## src/rtl/chip8_pkg.sv

```systemverilog
`default_nettype none
// ============================================================================
//  Module   : chip8_pkg
//  Purpose  : Shared definitions for the CHIP-8 memory loader: glyph geometry,
//             the built-in hexadecimal fontset and the loader FSM state enum.
//  Revision : 1.0  initial release
// ============================================================================
package chip8_pkg;

    localparam int FONT_HEIGHT = 5;
    localparam int FONT_GLYPHS = 16;
    localparam int FONT_BYTES  = FONT_HEIGHT * FONT_GLYPHS;

    // Glyphs 0..F, five rows each, row bits in the upper nibble.
    localparam logic [7:0] FONTSET [0:FONT_BYTES-1] = '{
        8'hF0, 8'h90, 8'h90, 8'h90, 8'hF0,   // 0
        8'h20, 8'h60, 8'h20, 8'h20, 8'h70,   // 1
        8'hF0, 8'h10, 8'hF0, 8'h80, 8'hF0,   // 2
        8'hF0, 8'h10, 8'hF0, 8'h10, 8'hF0,   // 3
        8'h90, 8'h90, 8'hF0, 8'h10, 8'h10,   // 4
        8'hF0, 8'h80, 8'hF0, 8'h10, 8'hF0,   // 5
        8'hF0, 8'h80, 8'hF0, 8'h90, 8'hF0,   // 6
        8'hF0, 8'h10, 8'h20, 8'h40, 8'h40,   // 7
        8'hF0, 8'h90, 8'hF0, 8'h90, 8'hF0,   // 8
        8'hF0, 8'h90, 8'hF0, 8'h10, 8'hF0,   // 9
        8'hF0, 8'h90, 8'hF0, 8'h90, 8'h90,   // A
        8'hE0, 8'h90, 8'hE0, 8'h90, 8'hE0,   // B
        8'hF0, 8'h80, 8'h80, 8'h80, 8'hF0,   // C
        8'hE0, 8'h90, 8'h90, 8'h90, 8'hE0,   // D
        8'hF0, 8'h80, 8'hF0, 8'h80, 8'hF0,   // E
        8'hF0, 8'h80, 8'hF0, 8'h80, 8'h80    // F
    };

    typedef enum logic [2:0] {
        IDLE  = 3'd0,
        CLEAR = 3'd1,
        FONT  = 3'd2,
        PROG  = 3'd3,
        DONE  = 3'd4
    } load_state_t;

endpackage
`default_nettype wire

```

## src/rtl/font_rom.sv

```systemverilog
`default_nettype none
// ============================================================================
//  Module   : font_rom
//  Purpose  : Combinational lookup of one fontset byte by linear index.
//             Indices past the end of the table read as zero.
//  Revision : 1.0  initial release
// ============================================================================
module font_rom
    import chip8_pkg::*;
(
    input  logic [6:0] idx,
    output logic [7:0] data
);

    // Table lookup with an out-of-range guard.
    always_comb begin
        data = 8'h00;
        if (idx < 7'(FONT_BYTES)) begin
            data = FONTSET[idx];
        end
    end

endmodule
`default_nettype wire

```

## src/rtl/mem_loader.sv

```systemverilog
`default_nettype none
// ============================================================================
//  Module   : mem_loader
//  Purpose  : Boot-time memory initialiser. Optionally zero-fills memory,
//             writes the fontset, then streams a program image from a
//             valid/ready byte source into memory starting at PROG_BASE.
//  Revision : 1.0  initial release
// ============================================================================
module mem_loader
    import chip8_pkg::*;
#(
    parameter int ADDR_W    = 12,
    parameter int MEM_DEPTH = 4096,
    parameter int FONT_BASE = 0,
    parameter int PROG_BASE = 'h200,
    parameter int CLEAR_MEM = 1
) (
    input  logic              clk_in,
    input  logic              rst_in,
    input  logic              start_in,
    input  logic              rom_valid_in,
    input  logic [7:0]        rom_data_in,
    input  logic              rom_last_in,
    output logic              rom_ready_out,
    output logic              mem_we_out,
    output logic [ADDR_W-1:0] mem_addr_out,
    output logic [7:0]        mem_wdata_out,
    output logic              busy_out,
    output logic              done_out,
    output logic              overflow_out,
    output logic [ADDR_W:0]   prog_len_out
);

    localparam int                CNT_W      = ADDR_W + 1;
    localparam logic [CNT_W-1:0]  CLEAR_LAST = CNT_W'(MEM_DEPTH - 1);
    localparam logic [CNT_W-1:0]  FONT_LAST  = CNT_W'(FONT_BYTES - 1);
    localparam logic [ADDR_W-1:0] ADDR_LAST  = ADDR_W'(MEM_DEPTH - 1);
    localparam logic [ADDR_W-1:0] FONT_BASE_A = ADDR_W'(FONT_BASE);
    localparam logic [ADDR_W-1:0] PROG_BASE_A = ADDR_W'(PROG_BASE);

    load_state_t       state, state_nxt;
    logic [CNT_W-1:0]  idx, idx_nxt;          // index of the clear/font write in flight
    logic              finishing, finishing_nxt; // final program byte is being written
    logic              ovf_pend, ovf_nxt;     // load is ending by running out of memory

    logic              we_nxt, ready_nxt, busy_nxt, done_nxt, overflow_nxt;
    logic [ADDR_W-1:0] addr_nxt;
    logic [7:0]        wdata_nxt;
    logic [ADDR_W:0]   len_nxt;

    logic              accept;
    logic [ADDR_W-1:0] prog_addr;
    logic [7:0]        font_byte;

    assign accept    = (state == PROG) && rom_ready_out && rom_valid_in;
    assign prog_addr = PROG_BASE_A + prog_len_out[ADDR_W-1:0];

    // The font byte is looked up for the index that will be written next cycle.
    font_rom u_font_rom (
        .idx  (idx_nxt[6:0]),
        .data (font_byte)
    );

    // State register and registered outputs.
    always_ff @(posedge clk_in or posedge rst_in) begin
        if (rst_in) begin
            state         <= IDLE;
            idx           <= '0;
            finishing     <= 1'b0;
            ovf_pend      <= 1'b0;
            rom_ready_out <= 1'b0;
            mem_we_out    <= 1'b0;
            mem_addr_out  <= '0;
            mem_wdata_out <= '0;
            busy_out      <= 1'b0;
            done_out      <= 1'b0;
            overflow_out  <= 1'b0;
            prog_len_out  <= '0;
        end else begin
            state         <= state_nxt;
            idx           <= idx_nxt;
            finishing     <= finishing_nxt;
            ovf_pend      <= ovf_nxt;
            rom_ready_out <= ready_nxt;
            mem_we_out    <= we_nxt;
            mem_addr_out  <= addr_nxt;
            mem_wdata_out <= wdata_nxt;
            busy_out      <= busy_nxt;
            done_out      <= done_nxt;
            overflow_out  <= overflow_nxt;
            prog_len_out  <= len_nxt;
        end
    end

    // Next-state logic, then outputs derived from the state being entered so
    // that every output lines up with the state it belongs to.
    always_comb begin
        state_nxt     = state;
        idx_nxt       = idx;
        finishing_nxt = finishing;
        ovf_nxt       = ovf_pend;
        len_nxt       = prog_len_out;
        we_nxt        = 1'b0;
        addr_nxt      = '0;
        wdata_nxt     = '0;
        ready_nxt     = 1'b0;
        busy_nxt      = 1'b0;
        done_nxt      = 1'b0;
        overflow_nxt  = 1'b0;

        case (state)
            IDLE, DONE: begin
                if (start_in) begin
                    state_nxt     = (CLEAR_MEM != 0) ? CLEAR : FONT;
                    idx_nxt       = '0;
                    len_nxt       = '0;
                    finishing_nxt = 1'b0;
                    ovf_nxt       = 1'b0;
                end
            end
            CLEAR: begin
                if (idx == CLEAR_LAST) begin
                    state_nxt = FONT;
                    idx_nxt   = '0;
                end else begin
                    idx_nxt = idx + CNT_W'(1);
                end
            end
            FONT: begin
                if (idx == FONT_LAST) begin
                    state_nxt = PROG;
                    idx_nxt   = '0;
                end else begin
                    idx_nxt = idx + CNT_W'(1);
                end
            end
            PROG: begin
                if (finishing) begin
                    state_nxt = DONE;
                end else if (accept) begin
                    len_nxt = prog_len_out + (ADDR_W+1)'(1);
                    if (rom_last_in) begin
                        finishing_nxt = 1'b1;
                    end else if (prog_addr == ADDR_LAST) begin
                        // Top of memory reached with more image pending.
                        finishing_nxt = 1'b1;
                        ovf_nxt       = 1'b1;
                    end
                end
            end
            default: state_nxt = IDLE;
        endcase

        case (state_nxt)
            CLEAR: begin
                we_nxt   = 1'b1;
                addr_nxt = idx_nxt[ADDR_W-1:0];
                busy_nxt = 1'b1;
            end
            FONT: begin
                we_nxt    = 1'b1;
                addr_nxt  = FONT_BASE_A + idx_nxt[ADDR_W-1:0];
                wdata_nxt = font_byte;
                busy_nxt  = 1'b1;
            end
            PROG: begin
                busy_nxt  = 1'b1;
                // Stop accepting as soon as the final byte has been taken.
                ready_nxt = !finishing_nxt;
                if (accept) begin
                    we_nxt    = 1'b1;
                    addr_nxt  = prog_addr;
                    wdata_nxt = rom_data_in;
                end
            end
            DONE: begin
                done_nxt     = 1'b1;
                overflow_nxt = ovf_nxt;
            end
            default: ;
        endcase
    end

endmodule
`default_nettype wire
```

## config.mk

```make
export PLATFORM = sky130hd
export DESIGN_NAME = mem_loader
export DESIGN_NICKNAME = d
export VERILOG_FILES = /design/src/rtl/chip8_pkg.sv /design/src/rtl/font_rom.sv /design/src/rtl/mem_loader.sv
export SDC_FILE = /design/constraint.sdc
export NUM_CORES = 1
export LEC_CHECK = 0
export ABC_AREA = 1
export BUFFER_PORTS_ARGS = -buffer_cell sky130_fd_sc_hd__buf_2
export CELL_PAD_IN_SITES_DETAIL_PLACEMENT = 1
export CELL_PAD_IN_SITES_GLOBAL_PLACEMENT = 2
export CORE_ASPECT_RATIO = 0.6
export CORE_MARGIN = 8
export CORE_UTILIZATION = 30
export DETAILED_ROUTE_END_ITERATION = 8
export GPL_TIMING_DRIVEN = 0
export PLACE_DENSITY = 0.72
export SYNTH_ARGS = -nofsm -noshare
export SYNTH_HDL_FRONTEND = slang
export SYNTH_SLANG_ARGS = --single-unit
```

## constraint.sdc

```tcl
create_clock -name clk_in -period 6.93 [get_ports clk_in]
set_input_delay 0 -clock clk_in [delete_from_list [all_inputs] [get_ports clk_in]]
set_output_delay 0 -clock clk_in [all_outputs]
set_load 0.01 [all_outputs]
```

# Word-level counts from Yosys, hierarchy flattened
# Memories as Yosys holds them, arrays and structs flattened.
# Index checks and enable logic that the tools add are counted.
# Widths: inputs -> output; s select.
dict set report totals {
  reg_bits 56
  rom_bits 1024
  in_bits 13
  output_inout_bits 38
  wordCells 83
  memories 1
}
dict set report classes {
  n_addsub 3
  n_lt_le_gt_ge 2
  n_eq_ne 14
  n_mux 38
  bitwise 1
  n_reduce_logical 11
}
# name depth word_bits read_ports rd_ports_with_merged_regs write_ports line_no
set mem_list {}
lappend mem_list {{(no name shown)} 128 8 1 0 0 font_rom.sv:19} ;# data = FONTSET[idx];
# operator n
set ops {}
lappend ops {{$mux 13} 6}
lappend ops {{$pmux 13 s3} 1}
lappend ops {{$mux 8} 4}
lappend ops {{$add 13x1->13 const B} 2}
lappend ops {{$pmux 13 s2} 1}
lappend ops {{$pmux 12 s2} 1}
lappend ops {{$pmux 8 s2} 1}
lappend ops {{$mux 1} 15}
lappend ops {{$eq 13x12->1 const B} 1}
lappend ops {{$eq 13x7->1 const B} 1}
lappend ops {{$add 10x12->12 const A} 1}
lappend ops {{$eq 12x12->1 const B} 1}
lappend ops {{$eq 3x2->1 const B} 4}
lappend ops {{$mux 12} 1}
lappend ops {{$mux 3} 4}
lappend ops {{$pmux 3 s4} 1}
lappend ops {{$ge 8x8->1 const B} 1}
lappend ops {{$not 7->8} 1}
lappend ops {{$lt 7x7->1 const B} 1}
lappend ops {{$eq 3x1->1 const B} 2}
lappend ops {{$eq 3x3->1 const B} 2}
lappend ops {{$ne 2x2->1 const B} 3}
lappend ops {{$pmux 1 s2} 3}
lappend ops {{$reduce_and 4->1} 1}
lappend ops {{other kinds (8)} 10}

# Logic depth before layout (Yosys ltp)
# Gate-level depths: netlist of the first run.
dict set report depth {
  ltp_word 9
  ltp_mapped 22
  ltp_nobuf 22
}

# Cells and area by module
# Synthesis of the first run repeated with hierarchy kept, for this count alone.
dict set report unflattened {
  hier_cells 471
  area_unflattened_um2 3522.1
}
# module n_inst cells_each area_each_um2
set modules_own_cells {}
lappend modules_own_cells {mem_loader 1 351 2870.3}
lappend modules_own_cells {font_rom 1 120 651.9}

# Worst setup path after synthesis of the first run
# Ideal clock, no wire load.
dict set report synth_timing {
  kind {reg2reg}
  startpoint {register idx[0]}
  endpoint {register mem_wdata_out[6]}
  arrival_ps 2200
  t_required_ps 6813
  setup_slack_ps 4614
  stages_incl_launch_ff 20
  cell_sequence {dfrtp_1 -> ha_1 -> nand3_4 -> nor2_1 -> nand2_1 -> nand3_1 -> nand3_1 -> inv_1 -> ha_1 -> nand2_1 -> nand2_1 -> nand2_1 -> nand3_1 -> nand2_1 -> nand2_1 -> clkinv_1 -> nand2_1 -> nand2_1 -> nand2_1 -> nand2_1}
}
dict set report synth_between {
  elab_chain_len 9
  elab_cells_between_ends 19
}
# element line_no
set synth_rtl {}
lappend synth_rtl {{start: declaration} mem_loader.sv:42} ;# logic [CNT_W-1:0] idx, idx_nxt;
lappend synth_rtl {{start signal: assignment} mem_loader.sv:81} ;# idx <= idx_nxt;
lappend synth_rtl {{$add 13x1->13 (tied with other cells)} {mem_loader.sv:126, mem_loader.sv:134}}
lappend synth_rtl {{$mux 13 (on tied branches)} {mem_loader.sv:130, mem_loader.sv:122}}
lappend synth_rtl {{$pmux 13 s3 *} mem_loader.sv:111} ;# case (state)
lappend synth_rtl {{net idx_nxt[0]} mem_loader.sv:42}
lappend synth_rtl {{$not 7->8 (not written as such)} font_rom.sv:19}
lappend synth_rtl {{$mem_v2 128x8} n/a}
lappend synth_rtl {{$mux 8 (not written as such) (2 in series)} font_rom.sv:19}
lappend synth_rtl {{$mux 8 *} font_rom.sv:18} ;# if (idx < 7'(FONT_BYTES)) begin
lappend synth_rtl {{$pmux 8 s2 *} mem_loader.sv:154} ;# case (state_nxt)
lappend synth_rtl {{net wdata_nxt[6]} mem_loader.sv:48} ;# logic [7:0] wdata_nxt;
lappend synth_rtl {{end signal: assignment} mem_loader.sv:87} ;# mem_wdata_out <= wdata_nxt;
lappend synth_rtl {{end: declaration} mem_loader.sv:27} ;# output logic [7:0] mem_wdata_out,
# The timed path passes the listed nets; every way through them passes the cells marked *. The select of a mux whose other input is x is not followed.
# A chain may end at the register's enable or synchronous reset.

# Worst setup path after layout of the first run
dict set report layout_timing {
  startpoint {register idx[0]}
  endpoint {register mem_wdata_out[5]}
}
# The elaborated chain is that of the path after synthesis.

==> out/qor.yml, run 1 <==
leakage_nw: 2.080
r2r-end: "mem_wdata_out[5]$_DFF_PP0_"
wirelength_mm: 10.57
groute.usage.overall_pct: 14.59
fin_crit_ps: 2915
ff2ff_setup_slack_ps: 4020
cts_tree: "done"
row_count: 30
clock-root-buffer: "clkbuf_16"
n_antenna_cell: 0
die_width_um: 152.7
power_switching_w: 0.0006095
relSlewSlack_pct: 60.18
power_switching_share_pct: 44.42
rsz0062_at_grt: "no"
start_util_pct: 30.27
antenna_left: 0
endpoint: "mem_wdata_out[5]$_DFF_PP0_"
peakVddDrop_mv: 0.1252
route.detailed.drc: 0
critical_path_class: "reg -> reg"
max_freq_mhz: 343.1
num_io_pins: 51
critPathLaunchType: "flop"
setup-tns-final_ps: 0
status: "finished clean"
report.final.hold_viol_count: 0
die_h_um: 98.02
yosysTopAreaCellShare_pct: 41.67
ys.flop_type: "dfrtp_1"
final_cells: 655
cts_max_level: 2
ys_seq_area_share_pct: 41.67
cts_buffers: 5
drive_above_1_share_pct: 19.96
globalplace.congestion: 0.8109
synth-edff-count: 0
synth_area_leader_cell: "dfrtp_1"
insertion_delay_ps: 300
synth-seq-cells: 56
cp.required_ps: 7120
dp_cells: 638
internal_power_w: 0.0007627
post-route-period-util_pct: 42.06
maxSlewViolCount: 0
setup_viol: 0
dp_hpwl_mm: 8.602
dr_total_vias: 3128
clk_pin_slew_ps: 80
crit_start: "idx[0]$_DFF_PP0_"
synth_area_per_cell_um2: 7.592
drt_iter0_drc: 148
netlist_instances: 443
finalNetCount: 534
tightest_slew_ps: 596.7
reg2reg_depth: 19
wl_per_cell_um: 16.13
area_growth_pct: 20.94
gr-total-overflow: 0
antenna_found_initial: 0
dieArea_um2: 14970
reg2reg_from: "idx[0]$_DFF_PP0_"
synth_common_cells: "nand2_1, inv_1, dfrtp_1"
grt_pass1_wl_mm: 17.71
pwr-share-comb_pct: 48.5
hp-class: "in -> reg"
power.density_nw_per_um2: 337.3
crit_fanout: 6
grt_pass1_vias: 3212
clkSinkCount: 56
syn_area_um2: 3363
post_cts_buffers: 0
grt_max_degree: 33
design.core.area_um2: 11110
ys_async_sr_fraction_pct: 100.0
endpoint_kind: "flop"
pwr-share-seq_pct: 30.3
synth.area.top_cells: "dfrtp_1, nand2_1, inv_1, nand3_1, o21ai_0"
hp-start: "rom_last_in"
synth_fp_nets: 467
ctsResizeCount: 0
cts_buffer_depth: 2
first_pass_iters: 4
portBuffers: 50
p_clk_share_pct: 21.2
cp_data_arrival_time_ps: 3110
yosysUniqueCellTypes: 37
vias_per_cell: 4.776
skew_ps: 7.112
max_cap_viol_count: 0
synth.most_common_cell: "nand2_1"
yosysWarnings: 0
## cell usage in the layout, fill, tap and decap left out, types with 3 or more instances in the layout
cell type,netlist,routed
nand3_2,5,5
dfrtp_1,56,56
nand2_4,3,3
nand3b_1,3,3
nand3_1,33,33
inv_2,7,8
inv_1,58,57
o211ai_1,4,4
o21ai_1,5,5
nor3_1,9,9
nand2_1,123,123
nand4_1,5,5
dlygate4sd3_1,0,9
ha_1,11,11
nand2_2,6,6
nor2_4,5,5
clkbuf_16,0,5
o21ai_0,32,32
nor2_2,4,4
a21oi_1,13,13
nor2_1,36,36
buf_2,0,50
## state kept, by name, indices dropped and copies added, names as in the netlist
name           flops
prog_len_out      13
busy_out           1
rom_ready_out      1
state              3
mem_addr_out      12
idx               13
ovf_pend           1
overflow_out       1
mem_wdata_out      8
mem_we_out         1
done_out           1
finishing          1
## power by group through the flow
stage / registers [W] / logic, W / clock network [W]
floorplan: 0.000424 / 0.000464 / 0
detailed placement: 0.000422 / 0.000663 / 0
finish: 0.000416 / 0.000665 / 0.000291
global placement: 0.000420 / 0.000664 / 0
CTS: 0.000416 / 0.000672 / 0.000298
global route: 0.000421 / 0.000759 / 0.000309
## worst min path at each step
stage          slack (ps)  cells past startpoint                         end
6_report               10                      5         finishing$_DFF_PP0_
5_1_grt                20                      4          ovf_pend$_DFF_PP0_
4_1_cts                10                      5         finishing$_DFF_PP0_
3_5_place_dp           90                      2  mem_wdata_out[2]$_DFF_PP0_
3_3_place_gp          210                      3  mem_wdata_out[7]$_DFF_PP0_
2_1_floorplan         120                      2  mem_wdata_out[5]$_DFF_PP0_
## cell type report
class / count / area (um^2)
fill: 1374 / 7043
multi-input combinational: 317 / 1682
timing repair buffer: 60 / 360.3
inverter: 67 / 254.0
sequential: 56 / 1401
buffer: 3 / 26.28
clock inverter: 2 / 35.03
clock buffer: 6 / 128.9
tap: 144 / 180.2
## through the flow
step / hold WS [ps] / area [um^2] / util, % / setup WS, ps / total power (W)
floorplan: 116.6 / 3363 / - / 4614 / 0.0008876
global placement: 209.9 / 3794 / 34.14 / 4057 / 0.001084
detailed placement: 90.51 / 3814 / 34.32 / 3967 / 0.001085
CTS: 10.17 / 4068 / 36.61 / 3961 / 0.001386
global route: 22.08 / 4068 / 36.61 / 3657 / 0.001489
finish: 12.21 / 4068 / 36.61 / 4015 / 0.001372
## critical path, cell delays in order (launching register included)
cell and delay, ps:
dfrtp_1 470, ha_1 290, nand3_4 150, nor2_1 130, nand2_1 130, nand3_1 180, nand3_1 280, inv_1 170
ha_1 220, nand2_1 90, o21ai_1 140, nand2_1 80, nand2_1 80, nand2_1 50, nand2_1 50, nand2_1 50
nand2_1 90, nand2_1 50, nand2_1 50, nand2_1 50
## metal layers
| metal | track usage (%) | up-vias | part of all wire [%] |
|---|---|---|---|
| li1 | - | 1557 | - |
| met1 | 23.64 | 1509 | 58 |
| met2 | 18.92 | 58 | 37 |
| met3 | 3.219 | 4 | 5.0 |
| met4 | 1.891 | 0 | 0.36 |
| met5 | 0 | - | 0 |
## what timing repair did
| action | in CTS | in global routing |
|---|---|---|
| setup endpoints to repair | 0 | 0 |
| hold buffers | 9 | 0 |
| endpoints found under the hold margin | 32 | 0 |
## cells by family after synthesis
kind of cell / count (synthesis) / synth area share (%)
simple gates: 238 / 33.82
buf+inv: 70 / 8.333
xor+xnor: 1 / 0.2605
flops: 56 / 41.67
compound gates: 67 / 11.83
fa+ha+maj: 11 / 4.092
No activity file was read; power rests on OpenSTA's default activity.
==> run 2, diff against run 1 <==
- clock period: 6.93 -> 3 ns (I/O delays scaled with it)
==> run 2 against run 1 <==
Net effect: clock-buffer cell count did not move; core utilization increased by 0.12 points; register-to-register slack worse by 3700 ps; via count is essentially flat; largest power group unchanged.
==> out/qor.yml, run 2 (synthesis results as in run 1) <==
status: "finished clean"
groute.usage.overall_pct: 14.59
vias_per_cell: 4.773
insertion_delay_ps: 300
use_met1_pct: 23.64
fin_crit_ps: 2708
leakage_nw: 2.085
hp-class: "in -> reg"
busiest_layer: "met1"
max_freq_mhz: 369.3
wirelength_mm: 10.59
dr_total_vias: 3126
finalPower_w: 0.003181
fin_util_pct: 36.73
design.core.area_um2: 11110
drive_above_1_share_pct: 20.74
start_util_pct: 30.27
antenna_found_initial: 0
cts_buffers: 5
n_antenna_cell: 0
grt_pass1_wl_mm: 17.71
critical_path_class: "reg -> reg"
antenna_left: 0
skew_ps: 8.652
cts_tree: "done"
max_cap_viol_count: 0
setup_viol: 0
die_width_um: 152.7
reg_top3: "idx x13, prog_len_out x13, mem_addr_out x12"
met2_usage_pct: 18.92
relSlewSlack_pct: 59.54
clk_pin_slew_ps: 80
dieArea_um2: 14970
first_pass_iters: 4
cp.required_ps: 3190
portBuffers: 50
clock-root-buffer: "clkbuf_16"
critPathLaunchType: "flop"
clkSinkCount: 56
globalplace.congestion: 0.8109
maxSlewViolCount: 0
gr-usage-met3_pct: 3.219
grt_max_degree: 33
tightest_slew_ps: 606.3
cts_max_level: 2
wl_per_cell_um: 16.17
setup-tns-final_ps: 0
final_cell_mix: "nand2_1, inv_1, dfrtp_1"
cp_data_arrival_time_ps: 2900
finalNetCount: 534
num_io_pins: 51
dp_hpwl_mm: 8.602
route.detailed.drc: 0
rsz0062_at_grt: "no"
grt_pass1_vias: 3212
report.final.hold_viol_count: 0
row_count: 30
peakVddDrop_mv: 0.2895
endpoint_kind: "flop"
area_growth_pct: 21.35
gr-total-overflow: 0
layout_commonest_cell: "nand2_1"
power.density_nw_per_um2: 779.4
post-route-period-util_pct: 90.27
crit_fanout: 6
num-fill-cells: 1372
drt_iter0_drc: 172
cts_buffer_depth: 2
die_h_um: 98.02
==> run 2: changes by cell type in the layout (fill, tap and decap cells not counted) <==
cell / delta
nand3_1: -2
ha_1: -1
nand3_2: +2
dfrtp_1: -1
ha_2: +1
dfrtp_2: +1
==> run 2: cell type report <==
cell class / count / area, um^2 / share of cell area (%)
buffer: 3 / 26.28 / 0.6438
clock buffer: 6 / 128.9 / 3.158
clock inverter: 2 / 35.03 / 0.8584
inverter: 67 / 254.0 / 6.223
multi-input combinational: 317 / 1694 / 41.51
sequential: 56 / 1403 / 34.37
tap: 144 / 180.2 / 4.414
timing repair buffer: 60 / 360.3 / 8.829
==> run 2: critical path: stages (launching register included) <==
cell     delay [ps]
dfrtp_2         430
ha_2            250
nand3_4         140
nor2_1          130
nand2_1         130
nand3_1         190
nand3_2         200
inv_1           130
ha_1            220
nand2_1          90
o21ai_1         140
nand2_1          80
nand2_1          80
nand2_1          50
nand2_1          50
nand2_1          50
nand2_1          90
nand2_1          50
nand2_1          50
nand2_1          50
==> run 2: timing repair <==
action / in CTS / in global routing
hold buffers: 9 / 0
setup endpoints to repair: 0 / 4
gates resized for setup: 0 / 4
endpoints found under the hold margin: 32 / 0
setup buffers: 0 / 0
==> run 2: path summary, 6_finish.rpt <==
kind | endpoint | start | slack (ps) | depth (start not counted)
max | mem_wdata_out[5]$_DFF_PP0_ | idx[0]$_DFF_PP0_ | 290 | 19
min | finishing$_DFF_PP0_ | rom_last_in | 10 | 5
max reg2reg | mem_wdata_out[5]$_DFF_PP0_ | idx[0]$_DFF_PP0_ | 290 | 19
min reg2reg | ovf_pend$_DFF_PP0_ | ovf_pend$_DFF_PP0_ | 480 | 2
max in group asynchronous | idx[0]$_DFF_PP0_ | rst_in | 2110 | 4
min in group asynchronous | mem_wdata_out[2]$_DFF_PP0_ | rst_in | 300 | 3
==> run 2: where the power goes <==
group	internal (W)	switching (W)
combinational	0.000516	0.00103
clock	0.000394	0.000276
sequential	0.000859	0.000103
total	0.00177	0.00141
==> run 2: stage by stage <==
step | hold WS (ps) | cells | worst slack [ps] | instance area, um^2
floorplan | 116.6 | 443 | 683.8 | 3363
global placement | 209.9 | 637 | 127.3 | 3794
detailed placement | 90.51 | 638 | 36.81 | 3814
CTS | 10.17 | 655 | 30.67 | 4068
global route | 22.08 | 655 | 19.43 | 4081
finish | 14.19 | 655 | 292.0 | 4081
==> run 2: routing by layer <==
metal	share of wire, %	wire length (um)
met3	4.6	485
met4	0.23	24
met2	37	3928
met1	58	6151
met5	0	0
